File: config.mk
export PLATFORM = sky130hd
export DESIGN_NAME = capture_controller
export DESIGN_NICKNAME = d
export VERILOG_FILES = /design/src/rtl/la_pkg.sv /design/src/rtl/capture_controller_trigger.sv /design/src/rtl/capture_controller.sv
export SDC_FILE = /design/constraint.sdc
export NUM_CORES = 1
export LEC_CHECK = 0
export CAP_MARGIN = 20
export CORE_MARGIN = 2
export CORE_UTILIZATION = 53
export CTS_CLUSTER_SIZE = 28
export DETAILED_ROUTE_END_ITERATION = 16
export HOLD_SLACK_MARGIN = 0.12
export PLACE_DENSITY = 0.81
export SLEW_MARGIN = 10
export SYNTH_ARGS = -nofsm -noshare
export SYNTH_HDL_FRONTEND = slang
export SYNTH_SLANG_ARGS = --single-unit
File: constraint.sdc
create_clock -name clk -period 3.35 [get_ports clk]
set_clock_uncertainty 0.2 [all_clocks]
set_input_delay 0.67 -clock clk [delete_from_list [all_inputs] [get_ports clk]]
set_output_delay 0.67 -clock clk [all_outputs]
set_load 0.005 [all_outputs]
File: src/rtl/la_pkg.sv
// Shared definitions for the logic-analyzer capture path: FSM encoding and
// default geometry.
package la_pkg;

    localparam int LA_SAMPLE_WIDTH = 8;
    localparam int LA_ADDR_WIDTH   = 10;

    typedef enum logic [2:0] {
        ST_IDLE  = 3'd0,
        ST_FILL  = 3'd1,
        ST_ARMED = 3'd2,
        ST_POST  = 3'd3,
        ST_DONE  = 3'd4
    } la_state_e;

endpackage

File: src/rtl/capture_controller_trigger.sv
// TriggerTransDetection: combinational trigger / transition evaluation of the
// current sample against the previous accepted sample.
module TriggerTransDetection
    import la_pkg::*;
#(
    parameter int SAMPLE_WIDTH = LA_SAMPLE_WIDTH
) (
    input  logic [SAMPLE_WIDTH-1:0] sample_i,
    input  logic [SAMPLE_WIDTH-1:0] prev_sample_i,
    input  logic                    prev_valid_i,
    input  logic [SAMPLE_WIDTH-1:0] active_channels_i,
    input  logic [SAMPLE_WIDTH-1:0] desired_pattern_i,
    input  logic [SAMPLE_WIDTH-1:0] dont_care_channels_i,
    input  logic [31:0]             edge_channel_i,
    input  logic                    edge_type_i,
    input  logic                    edge_trigger_en_i,
    input  logic                    pattern_trigger_en_i,
    output logic                    trigger_o,
    output logic                    transition_o
);

    localparam int IDX_W = (SAMPLE_WIDTH > 1) ? $clog2(SAMPLE_WIDTH) : 1;

    logic [IDX_W-1:0] edge_idx_s;
    logic             edge_hit_s;
    logic             pattern_hit_s;

    assign edge_idx_s = edge_channel_i[IDX_W-1:0];

    // Edge and pattern match; edgeType=1 selects a rising edge, an out-of-range channel never hits.
    always_comb begin
        edge_hit_s    = 1'b0;
        pattern_hit_s = (((sample_i ^ desired_pattern_i) & active_channels_i
                          & ~dont_care_channels_i) == '0);
        if (edge_channel_i < 32'(SAMPLE_WIDTH)) begin
            if (edge_type_i) begin
                edge_hit_s = sample_i[edge_idx_s] & ~prev_sample_i[edge_idx_s];
            end else begin
                edge_hit_s = ~sample_i[edge_idx_s] & prev_sample_i[edge_idx_s];
            end
        end else begin
            edge_hit_s = 1'b0;
        end
    end

    // With both trigger kinds disabled nothing ever fires; enabled kinds must all match.
    assign trigger_o = prev_valid_i
                     & (edge_trigger_en_i | pattern_trigger_en_i)
                     & (~edge_trigger_en_i | edge_hit_s)
                     & (~pattern_trigger_en_i | pattern_hit_s);

    assign transition_o = prev_valid_i
                        & (((sample_i ^ prev_sample_i) & active_channels_i) != '0);

endmodule

File: src/rtl/capture_controller.sv
// Capture sequencer: pre-trigger fill, armed ring-buffer writing, post-trigger
// count. Define LA_TRANSITION_ONLY_EN to store only changed samples once armed.
module capture_controller
    import la_pkg::*;
#(
    parameter int SAMPLE_WIDTH = LA_SAMPLE_WIDTH,
    parameter int ADDR_WIDTH   = LA_ADDR_WIDTH
) (
    input  logic                    clk,
    input  logic                    rst_n,
    input  logic                    start,
    input  logic                    abort,
    input  logic                    sampleValid,
    input  logic [SAMPLE_WIDTH-1:0] sample,
    input  logic [SAMPLE_WIDTH-1:0] activeChannels,
    input  logic [SAMPLE_WIDTH-1:0] desiredPattern,
    input  logic [SAMPLE_WIDTH-1:0] dontCareChannels,
    input  logic [31:0]             edgeChannel,
    input  logic                    edgeType,
    input  logic                    edgeTriggerEnabled,
    input  logic                    patternTriggerEnabled,
    input  logic [ADDR_WIDTH-1:0]   preTrigCount,
    input  logic [ADDR_WIDTH-1:0]   postTrigCount,
    output logic                    wrEn,
    output logic [ADDR_WIDTH-1:0]   wrAddr,
    output logic [SAMPLE_WIDTH-1:0] wrData,
    output logic [ADDR_WIDTH-1:0]   triggerAddr,
    output logic                    busy,
    output logic                    done,
    output logic [2:0]              state
);

    localparam logic [ADDR_WIDTH-1:0] ADDR_MAX = {ADDR_WIDTH{1'b1}};
    localparam logic [ADDR_WIDTH-1:0] ADDR_ONE = {{(ADDR_WIDTH-1){1'b0}}, 1'b1};

    la_state_e                 state_q, state_d;
    logic [ADDR_WIDTH-1:0]     ptr_q, ptr_d, cnt_q, cnt_d;
    logic [ADDR_WIDTH-1:0]     pre_q, pre_d, post_q, post_d;
    logic [ADDR_WIDTH-1:0]     wr_addr_q, wr_addr_d, trig_addr_q, trig_addr_d;
    logic [SAMPLE_WIDTH-1:0]   wr_data_q, wr_data_d, prev_sample_q, prev_sample_d;
    logic [SAMPLE_WIDTH-1:0]   act_q, act_d, pat_q, pat_d, dc_q, dc_d;
    logic [31:0]               edge_ch_q, edge_ch_d;
    logic                      edge_type_q, edge_type_d, edge_en_q, edge_en_d;
    logic                      pat_en_q, pat_en_d;
    logic                      wr_en_q, wr_en_d, prev_valid_q, prev_valid_d;
    logic                      trigger_s, transition_s, keep_s, write_s, accept_s;
    logic [ADDR_WIDTH-1:0]     post_room_s, post_sat_s;

    TriggerTransDetection #(.SAMPLE_WIDTH(SAMPLE_WIDTH)) u_trig (
        .sample_i             (sample),
        .prev_sample_i        (prev_sample_q),
        .prev_valid_i         (prev_valid_q),
        .active_channels_i    (act_q),
        .desired_pattern_i    (pat_q),
        .dont_care_channels_i (dc_q),
        .edge_channel_i       (edge_ch_q),
        .edge_type_i          (edge_type_q),
        .edge_trigger_en_i    (edge_en_q),
        .pattern_trigger_en_i (pat_en_q),
        .trigger_o            (trigger_s),
        .transition_o         (transition_s)
    );

`ifdef LA_TRANSITION_ONLY_EN
    assign keep_s = transition_s;
`else
    assign keep_s = 1'b1;
`endif

    // preTrigCount already fits in DEPTH-1; the post window takes what the pre window leaves.
    assign post_room_s = ADDR_MAX - preTrigCount;
    assign post_sat_s  = (postTrigCount > post_room_s) ? post_room_s : postTrigCount;
    assign accept_s    = sampleValid & ((state_q == ST_FILL) | (state_q == ST_ARMED)
                                        | (state_q == ST_POST));

    // Next-state, write-port and configuration-latch logic.
    always_comb begin
        state_d       = state_q;
        ptr_d         = ptr_q;
        cnt_d         = cnt_q;
        pre_d         = pre_q;
        post_d        = post_q;
        wr_en_d       = 1'b0;
        wr_addr_d     = wr_addr_q;
        wr_data_d     = wr_data_q;
        trig_addr_d   = trig_addr_q;
        prev_sample_d = prev_sample_q;
        prev_valid_d  = prev_valid_q;
        act_d         = act_q;
        pat_d         = pat_q;
        dc_d          = dc_q;
        edge_ch_d     = edge_ch_q;
        edge_type_d   = edge_type_q;
        edge_en_d     = edge_en_q;
        pat_en_d      = pat_en_q;
        write_s       = 1'b0;

        if (abort) begin
            state_d = ST_IDLE;
        end else begin
            case (state_q)
                ST_IDLE, ST_DONE: begin
                    if (start) begin
                        act_d        = activeChannels;
                        pat_d        = desiredPattern;
                        dc_d         = dontCareChannels;
                        edge_ch_d    = edgeChannel;
                        edge_type_d  = edgeType;
                        edge_en_d    = edgeTriggerEnabled;
                        pat_en_d     = patternTriggerEnabled;
                        pre_d        = preTrigCount;
                        post_d       = post_sat_s;
                        ptr_d        = '0;
                        wr_addr_d    = '0;
                        cnt_d        = '0;
                        prev_valid_d = 1'b0;
                        state_d      = (preTrigCount == '0) ? ST_ARMED : ST_FILL;
                    end else begin
                        state_d = state_q;
                    end
                end
                ST_FILL: begin
                    if (sampleValid) begin
                        write_s = 1'b1;
                        cnt_d   = cnt_q + ADDR_ONE;
                        if ((cnt_q + ADDR_ONE) == pre_q) begin
                            cnt_d   = '0;
                            state_d = ST_ARMED;
                        end else begin
                            state_d = ST_FILL;
                        end
                    end else begin
                        state_d = ST_FILL;
                    end
                end
                ST_ARMED: begin
                    if (sampleValid && trigger_s) begin
                        write_s     = 1'b1;
                        trig_addr_d = ptr_q;
                        cnt_d       = '0;
                        state_d     = (post_q == '0) ? ST_DONE : ST_POST;
                    end else if (sampleValid && keep_s) begin
                        write_s = 1'b1;
                    end else begin
                        write_s = 1'b0;
                    end
                end
                ST_POST: begin
                    if (sampleValid && keep_s) begin
                        write_s = 1'b1;
                        cnt_d   = cnt_q + ADDR_ONE;
                        if ((cnt_q + ADDR_ONE) == post_q) begin
                            state_d = ST_DONE;
                        end else begin
                            state_d = ST_POST;
                        end
                    end else begin
                        state_d = ST_POST;
                    end
                end
                default: begin
                    state_d = ST_IDLE;
                end
            endcase

            if (accept_s) begin
                prev_sample_d = sample;
                prev_valid_d  = 1'b1;
            end else begin
                prev_valid_d = prev_valid_d;
            end
        end

        if (write_s) begin
            wr_en_d   = 1'b1;
            wr_addr_d = ptr_q;
            wr_data_d = sample;
            ptr_d     = ptr_q + ADDR_ONE;
        end else begin
            wr_en_d = 1'b0;
        end
    end

    // State, write-port and latched-configuration registers.
    always_ff @(posedge clk or negedge rst_n) begin
        if (!rst_n) begin
            state_q       <= ST_IDLE;
            ptr_q         <= '0;
            cnt_q         <= '0;
            pre_q         <= '0;
            post_q        <= '0;
            wr_en_q       <= 1'b0;
            wr_addr_q     <= '0;
            wr_data_q     <= '0;
            trig_addr_q   <= '0;
            prev_sample_q <= '0;
            prev_valid_q  <= 1'b0;
            act_q         <= '0;
            pat_q         <= '0;
            dc_q          <= '0;
            edge_ch_q     <= 32'd0;
            edge_type_q   <= 1'b0;
            edge_en_q     <= 1'b0;
            pat_en_q      <= 1'b0;
        end else begin
            state_q       <= state_d;
            ptr_q         <= ptr_d;
            cnt_q         <= cnt_d;
            pre_q         <= pre_d;
            post_q        <= post_d;
            wr_en_q       <= wr_en_d;
            wr_addr_q     <= wr_addr_d;
            wr_data_q     <= wr_data_d;
            trig_addr_q   <= trig_addr_d;
            prev_sample_q <= prev_sample_d;
            prev_valid_q  <= prev_valid_d;
            act_q         <= act_d;
            pat_q         <= pat_d;
            dc_q          <= dc_d;
            edge_ch_q     <= edge_ch_d;
            edge_type_q   <= edge_type_d;
            edge_en_q     <= edge_en_d;
            pat_en_q      <= pat_en_d;
        end
    end

    assign wrEn        = wr_en_q;
    assign wrAddr      = wr_addr_q;
    assign wrData      = wr_data_q;
    assign triggerAddr = trig_addr_q;
    assign busy        = (state_q == ST_FILL) | (state_q == ST_ARMED) | (state_q == ST_POST);
    assign done        = (state_q == ST_DONE);
    assign state       = state_q;

endmodule

==> results of run 1 <==
-- where the power goes --
group / total (mW) / leakage (nW) / switching [mW] / internal (mW)
Sequential: 2.40 / 1.80 / 0.318 / 2.09
Combinational: 1.31 / 2.23 / 0.645 / 0.662
Clock: 2.02 / 0.305 / 0.732 / 1.29
-- cell usage after synthesis, types with 6 or more instances --
master and instances:
ha_1 12, nand4_1 14, nand3_1 19, inv_1 25
a21oi_1 6, o21ai_0 38, mux2i_1 9, nor3_1 6
nand2b_1 10, xnor2_1 22, nor4_1 11, dfrtp_1 140
mux2_2 12, nand2_1 268, xor2_1 12, nor2_1 26
clkbuf_1 33
-- kinds of logic (layout without fill, tap and decap cells) --
group	after synthesis	count (layout)
flip-flops	140	140
buffers and inverters	66	208
AO/OA/AOI/OAI	95	95
XOR/XNOR	35	35
multiplexers	25	25
adder cells (fa/ha/maj)	12	12
AND/OR/NAND/NOR	390	390
-- registers in the layout, summed over array words and instances, names as in the netlist, 3 cells and up --
signal and cells:
wrData 8, post_q 10, prev_sample_q 8, pre_q 10
act_q 8, ptr_q 10, cnt_q 10, triggerAddr 10
wrAddr 10, pat_q 8, edge_ch_q 32, state 3
dc_q 8
-- critical path: stages (launching register included) --
cell     delay [ns]
dfrtp_1        0.57
and3_1         0.33
nand3_1        0.14
a31oi_1        0.27
nor4b_1        0.38
buf_4          0.19
a41oi_2        0.28
nor3b_4        0.27
buf_4          0.15
mux2_2         0.25
-- per-layer routing --
metal | wire length [um] | track usage | up-vias
met3 | 1142 | 0.05840 | 28
met2 | 8515 | 0.4239 | 210
met1 | 7805 | 0.3669 | 2917
met4 | 398 | 0.09970 | 0
li1 | - | - | 2833
met5 | 0 | 0 | -
-- per-stage QoR --
stage                     area [um2]  utilization
after floorplan                 6952            -
after global placement          8478       0.6664
after detailed placement        8478       0.6664
after CTS                       9120       0.7169
after global routing            9160       0.7200
final                           9160       0.7200
-- timing repair --
action	in CTS	in global routing
resized for setup	0	1
endpoints found under the setup margin	0	6
hold buffers	0	1
buffers inserted	0	0
hold endpoints to repair	0	35
-- final cells by class --
| cell class | count | area (um2) |
|---|---|---|
| Fill cell | 932 | 3562 |
| Sequential cell | 140 | 3503 |
| Multi-Input combinational cell | 557 | 3186 |
| Timing Repair Buffer | 151 | 1520 |
| Clock buffer | 20 | 456.7 |
| Tap cell | 172 | 215.2 |
| Clock inverter | 12 | 185.2 |
| Inverter | 25 | 93.84 |
-- worst paths after layout --
check | slack [ns] | start | to
min in group asynchronous | 0.51 | rst_n | edge_ch_q[29]
min | 0.27 | dc_q[2] | dc_q[2]
max | 0.22 | cnt_q[2] | cnt_q[0]
min reg2reg | 0.27 | dc_q[2] | dc_q[2]
max in group asynchronous | 1.55 | rst_n | triggerAddr[5]
max reg2reg | 0.22 | cnt_q[2] | cnt_q[0]
==> results.sh, run 1 <==
export IMPL_power_density_nw_per_um2=626.3
export IMPL_worstSetupPathType="register to register"
export IMPL_synth_async_reset_ratio=1.000
export IMPL_hold_path_class="register to register"
export IMPL_grt_pass1_vias=6018
export IMPL_synth_seq_cells=140
export IMPL_cp_max_fo=12
export IMPL_final_common_cell="nand2_1"
export IMPL_std_cell_rows=41
export IMPL_core_area_um2=12720
export IMPL_synth_edf_count=0
export IMPL_yosys_area_top_type_share=0.5040
export IMPL_io_pins=126
export IMPL_power_total_mw=5.737
export IMPL_grt_max_degree=114
export IMPL_dp_cells=1043
export IMPL_synthXorXnorAreaFrac=0.04626
export IMPL_rsz0062_at_grt="no"
export IMPL_cts_htree_levels=4
export IMPL_syn_nets=867
export IMPL_yosys_top_cells_area="dfrtp_1 50%, nand2_1 14%, xnor2_1 2.8%, o21ai_0 2.7%, ha_1 2.2%"
export IMPL_layout_nets=996
export IMPL_die_x_um=118.5
export IMPL_cp_required_ns=3.45
export IMPL_slew_headroom=0.4969
export IMPL_whs_ns=0.2672
export IMPL_finalHoldViolCount=0
export IMPL_die_area_um2=14050
export IMPL_max_slew_worst_pin_slew_ns=0.7477
export IMPL_cts_path_max_buffers=2
export IMPL_cts_buffers_inserted=17
export IMPL_synthFlopType="dfrtp_1"
export IMPL_layout_common_cells="268 x nand2_1, 140 x dfrtp_1, 124 x clkdlybuf4s50_1"
export IMPL_synthesis_area_um2=6952
export IMPL_finalSetupTns_ns=0
export IMPL_place_congestion=0.9022
export IMPL_setup_violations=0
export IMPL_ir_drop_uv=331.5
export IMPL_timing_final_crit_share=0.9353
export IMPL_drc=0
export IMPL_synthSimpleGateAreaFrac=0.2500
export IMPL_dp_hpwl_mm=12.54
export IMPL_synth_top_family_by_area="simple AND/OR/NAND/NOR gates"
export IMPL_synth_area_per_cell_um2=9.111
export IMPL_grtUsageTotal=0.2689
export IMPL_setup_worst_path_start_class="register"
export IMPL_synth_compound_area_frac=0.09377
export IMPL_max_freq_mhz=319.1
export IMPL_arrival_ns=3.24
export IMPL_port_buffers=125
export IMPL_ant_nets=0
export IMPL_fin_cells=1077
export IMPL_status="finished, final reports clean"
export IMPL_synthCells=763
export IMPL_synth_seq_area_share=0.5040
export IMPL_root_buffer="clkbuf_16"
export IMPL_r2r_cells=9
export IMPL_synth_adder_area_share=0.02160
export IMPL_clkSlewWorstSetupHoldPaths_ns=0.06
export IMPL_die_y_um=118.5
export IMPL_grt_ovfl_total=0
export IMPL_routed_via_count=5988
export IMPL_muxShareOfSynthArea=0.04536
export IMPL_routedWlPerCell_um=16.58
export IMPL_cp_end_kind="register"
export IMPL_place_ws_ns=-0.06155
export IMPL_first_pass_iters=5
export IMPL_drive_above_1_share=0.09503
export IMPL_yosysWarnings=0
export IMPL_grt_pass1_wl_mm=29.95
export IMPL_synth_top_cell_by_area="dfrtp_1"
export IMPL_area_growth_pct=31.77
export IMPL_via_per_inst=5.560
export IMPL_layout_setup_ws_ns=0.2166
export IMPL_antenna_cells=0
export IMPL_clock_latency_ns=0.42
export IMPL_antenna_found_initial=0
export IMPL_cts_sinks=140
export IMPL_leakage_nw=4.340
export IMPL_ys_types=60
export IMPL_drtIter0Drc=478
export IMPL_final_min_clock_period_ns=3.133
export IMPL_tritoncts="built"
export IMPL_min_path_cells=2
export IMPL_slew_viol_final=0
export IMPL_initial_core_util=0.5464
export IMPL_drv_cap=0
export IMPL_wirelength_mm=17.86
Note: power is estimated with default switching activity, not from simulation.
==> run 2, diff against run 1 <==
Settings changed: CORE_UTILIZATION 53 to 57, CTS_BUF_LIST set to sky130_fd_sc_hd__clkbuf_4 sky130_fd_sc_hd__clkbuf_8 sky130_fd_sc_hd__clkbuf_16, PLACE_DENSITY 0.81 to 0.86.
Clock period 3.35 ns to 3.7 ns, I/O delays scaled along.
==> run 2 against run 1 <==
  * Die area shrank 6.8%
  * Clock-buffer cell count shrank 1
  * Register-to-register slack gained 0.25 ns
  * Non-clock buffer count shrank 15
  * Sequential cell count is the same
  * Worst setup slack gained 0.21 ns
  * Power shrank 11%
  * Global-route usage grew 2.4 points
  * Sequential power shrank 9.2%
  * Via count grew 1.2%
  * Largest cell class unchanged
  * Largest power group unchanged
==> results.sh, run 2 (synthesized netlist as in run 1, its figures left out) <==
export IMPL_seqPwrFrac=0.427
export IMPL_place_congestion=0.9355
export IMPL_grt_max_degree=100
export IMPL_final_min_clock_period_ns=3.269
export IMPL_cp_end_kind="register"
export IMPL_leakage_nw=4.246
export IMPL_drc=0
export IMPL_clkSlewWorstSetupHoldPaths_ns=0.06
export IMPL_clockPowerShare=0.342
export IMPL_regArea_um2=3503
export IMPL_arrival_ns=3.43
export IMPL_cts_htree_levels=4
export IMPL_port_buffers=125
export IMPL_layout_common_cells="268 x nand2_1, 140 x dfrtp_1, 124 x clkdlybuf4s50_1"
export IMPL_fin_cells=1037
export IMPL_worstSetupPathType="input port to register"
export IMPL_ctsHoldBuffers=0
export IMPL_setup_worst_path_start_class="input port"
export IMPL_io_pins=126
export IMPL_slew_viol_final=0
export IMPL_clock_latency_ns=0.42
export IMPL_ir_drop_uv=337.3
export IMPL_cts_path_max_buffers=2
export IMPL_cts_sinks=140
export IMPL_finalHoldViolCount=0
export IMPL_grt_ovfl_total=0
export IMPL_cts_resized=0
export IMPL_std_cell_rows=40
export IMPL_drv_cap=0
export IMPL_area_growth_pct=28.58
export IMPL_drive_above_1_share=0.08090
export IMPL_antenna_found_initial=0
export IMPL_r2r_start="cnt_q[0]"
export IMPL_combPwrFrac=0.231
export IMPL_status="finished, final reports clean"
export IMPL_finalSetupTns_ns=0
export IMPL_tritoncts="built"
export IMPL_layout_nets=981
export IMPL_power_density_nw_per_um2=570.5
export IMPL_dp_hpwl_mm=12.37
export IMPL_switching_share=0.3132
export IMPL_cp_max_fo=11
export IMPL_startpoint="sample[2]"
export IMPL_p_switching_mw=1.597
export IMPL_ant_nets=0
export IMPL_core_area_um2=11960
export IMPL_drtIter0Drc=491
export IMPL_rsz0062_at_grt="no"
export IMPL_die_area_um2=13100
export IMPL_via_per_inst=5.841
export IMPL_max_freq_mhz=305.9
export IMPL_timing_final_crit_share=0.8834
export IMPL_die_x_um=114.4
export IMPL_largest_reg_flops=32
export IMPL_final_common_cell="nand2_1"
export IMPL_antenna_cells=0
export IMPL_grtUsageTotal=0.2925
export IMPL_cp_required_ns=3.86
export IMPL_root_buffer="clkbuf_16"
export IMPL_wirelength_mm=18.06
export IMPL_first_pass_iters=5
export IMPL_cts_buffers_inserted=17
export IMPL_postCtsSetupBuffers=0
export IMPL_p_int_mw=3.502
export IMPL_grt_pass1_vias=6093
export IMPL_initial_core_util=0.5812
export IMPL_max_slew_worst_pin_slew_ns=0.6080
export IMPL_routed_via_count=6057
export IMPL_multiInputGateArea_um2=3183
export IMPL_grt_pass1_wl_mm=29.82
export IMPL_setup_violations=0
export IMPL_slew_headroom=0.5947
export IMPL_routedWlPerCell_um=17.42
export IMPL_largest_register="edge_ch_q"
export IMPL_die_y_um=114.4
export IMPL_nFillCells=795
export IMPL_dp_cells=1005
export IMPL_hold_path_class="input port to asynchronous set/reset pin"
run 2: cell types whose count changed in the layout (fill, tap and decap cells not counted), sizes merged:
cell and change:
buf -14, inv +3, bufinv -2, clkbuf -1, clkinv +1, clkinvlp -1, dlygate4sd3 -1
run 2: per-layer routing:
| metal | track usage | part of all wire |
|---|---|---|
| met1 | 0.3895 | 0.41 |
| met2 | 0.4655 | 0.48 |
| met3 | 0.05506 | 0.068 |
| met4 | 0.1398 | 0.039 |
| met5 | 0 | 0 |
run 2: final timing paths:
check | cells past startpoint | end | slack, ns
hold / removal | 1 | pre_q[1] | 0.09
min in group clk | 2 | wrData[3] | 0.28
setup / recovery | 8 | cnt_q[0] | 0.43
max in group asynchronous | 2 | prev_sample_q[5] | 2.44
hold reg to reg | 2 | wrData[3] | 0.28
setup reg to reg | 8 | cnt_q[0] | 0.47
run 2: critical path, stage by stage:
cell,delay [ns]
clkdlybuf4s50_1,0.54
xnor2_1,0.14
o32ai_1,0.10
o41ai_1,0.51
nand3_1,0.28
o31a_4,0.46
nor3b_4,0.41
mux2_2,0.23
run 2: metrics by stage:
| stage | cell area [um2] | total power [mW] | utilization | setup WS [ns] | hold WS (ns) |
|---|---|---|---|---|---|
| CTS | 8939 | 5.113 | 0.7473 | 0.4744 | 0.1275 |
| global placement | 8337 | 3.275 | 0.6970 | 0.1286 | 0.2483 |
| detailed placement | 8337 | 3.344 | 0.6970 | 0.06387 | 0.2586 |
| finish | 8939 | 5.100 | 0.7473 | 0.4313 | 0.09430 |
| global route | 8939 | 5.338 | 0.7473 | 0.2448 | 0.1504 |
| floorplan | 6952 | 2.848 | - | 0.8460 | 0.2369 |
run 2: power groups by stage:
stage          sequential, mW  clock, mW  combinational, mW
5_1_grt                  2.22       1.81               1.31
3_5_place_dp             2.19          0               1.15
3_3_place_gp             2.17          0               1.10
2_1_floorplan            2.09          0              0.755
6_report                 2.18       1.74               1.18
4_1_cts                  2.17       1.76               1.18
run 2: cell type report:
type / count / share of cell area
Inverter: 25 / 0.01050
Tap cell: 147 / 0.02058
Clock inverter: 13 / 0.01736
Clock buffer: 19 / 0.04997
Sequential cell: 140 / 0.3919
Multi-Input combinational cell: 557 / 0.3561
Timing Repair Buffer: 136 / 0.1536
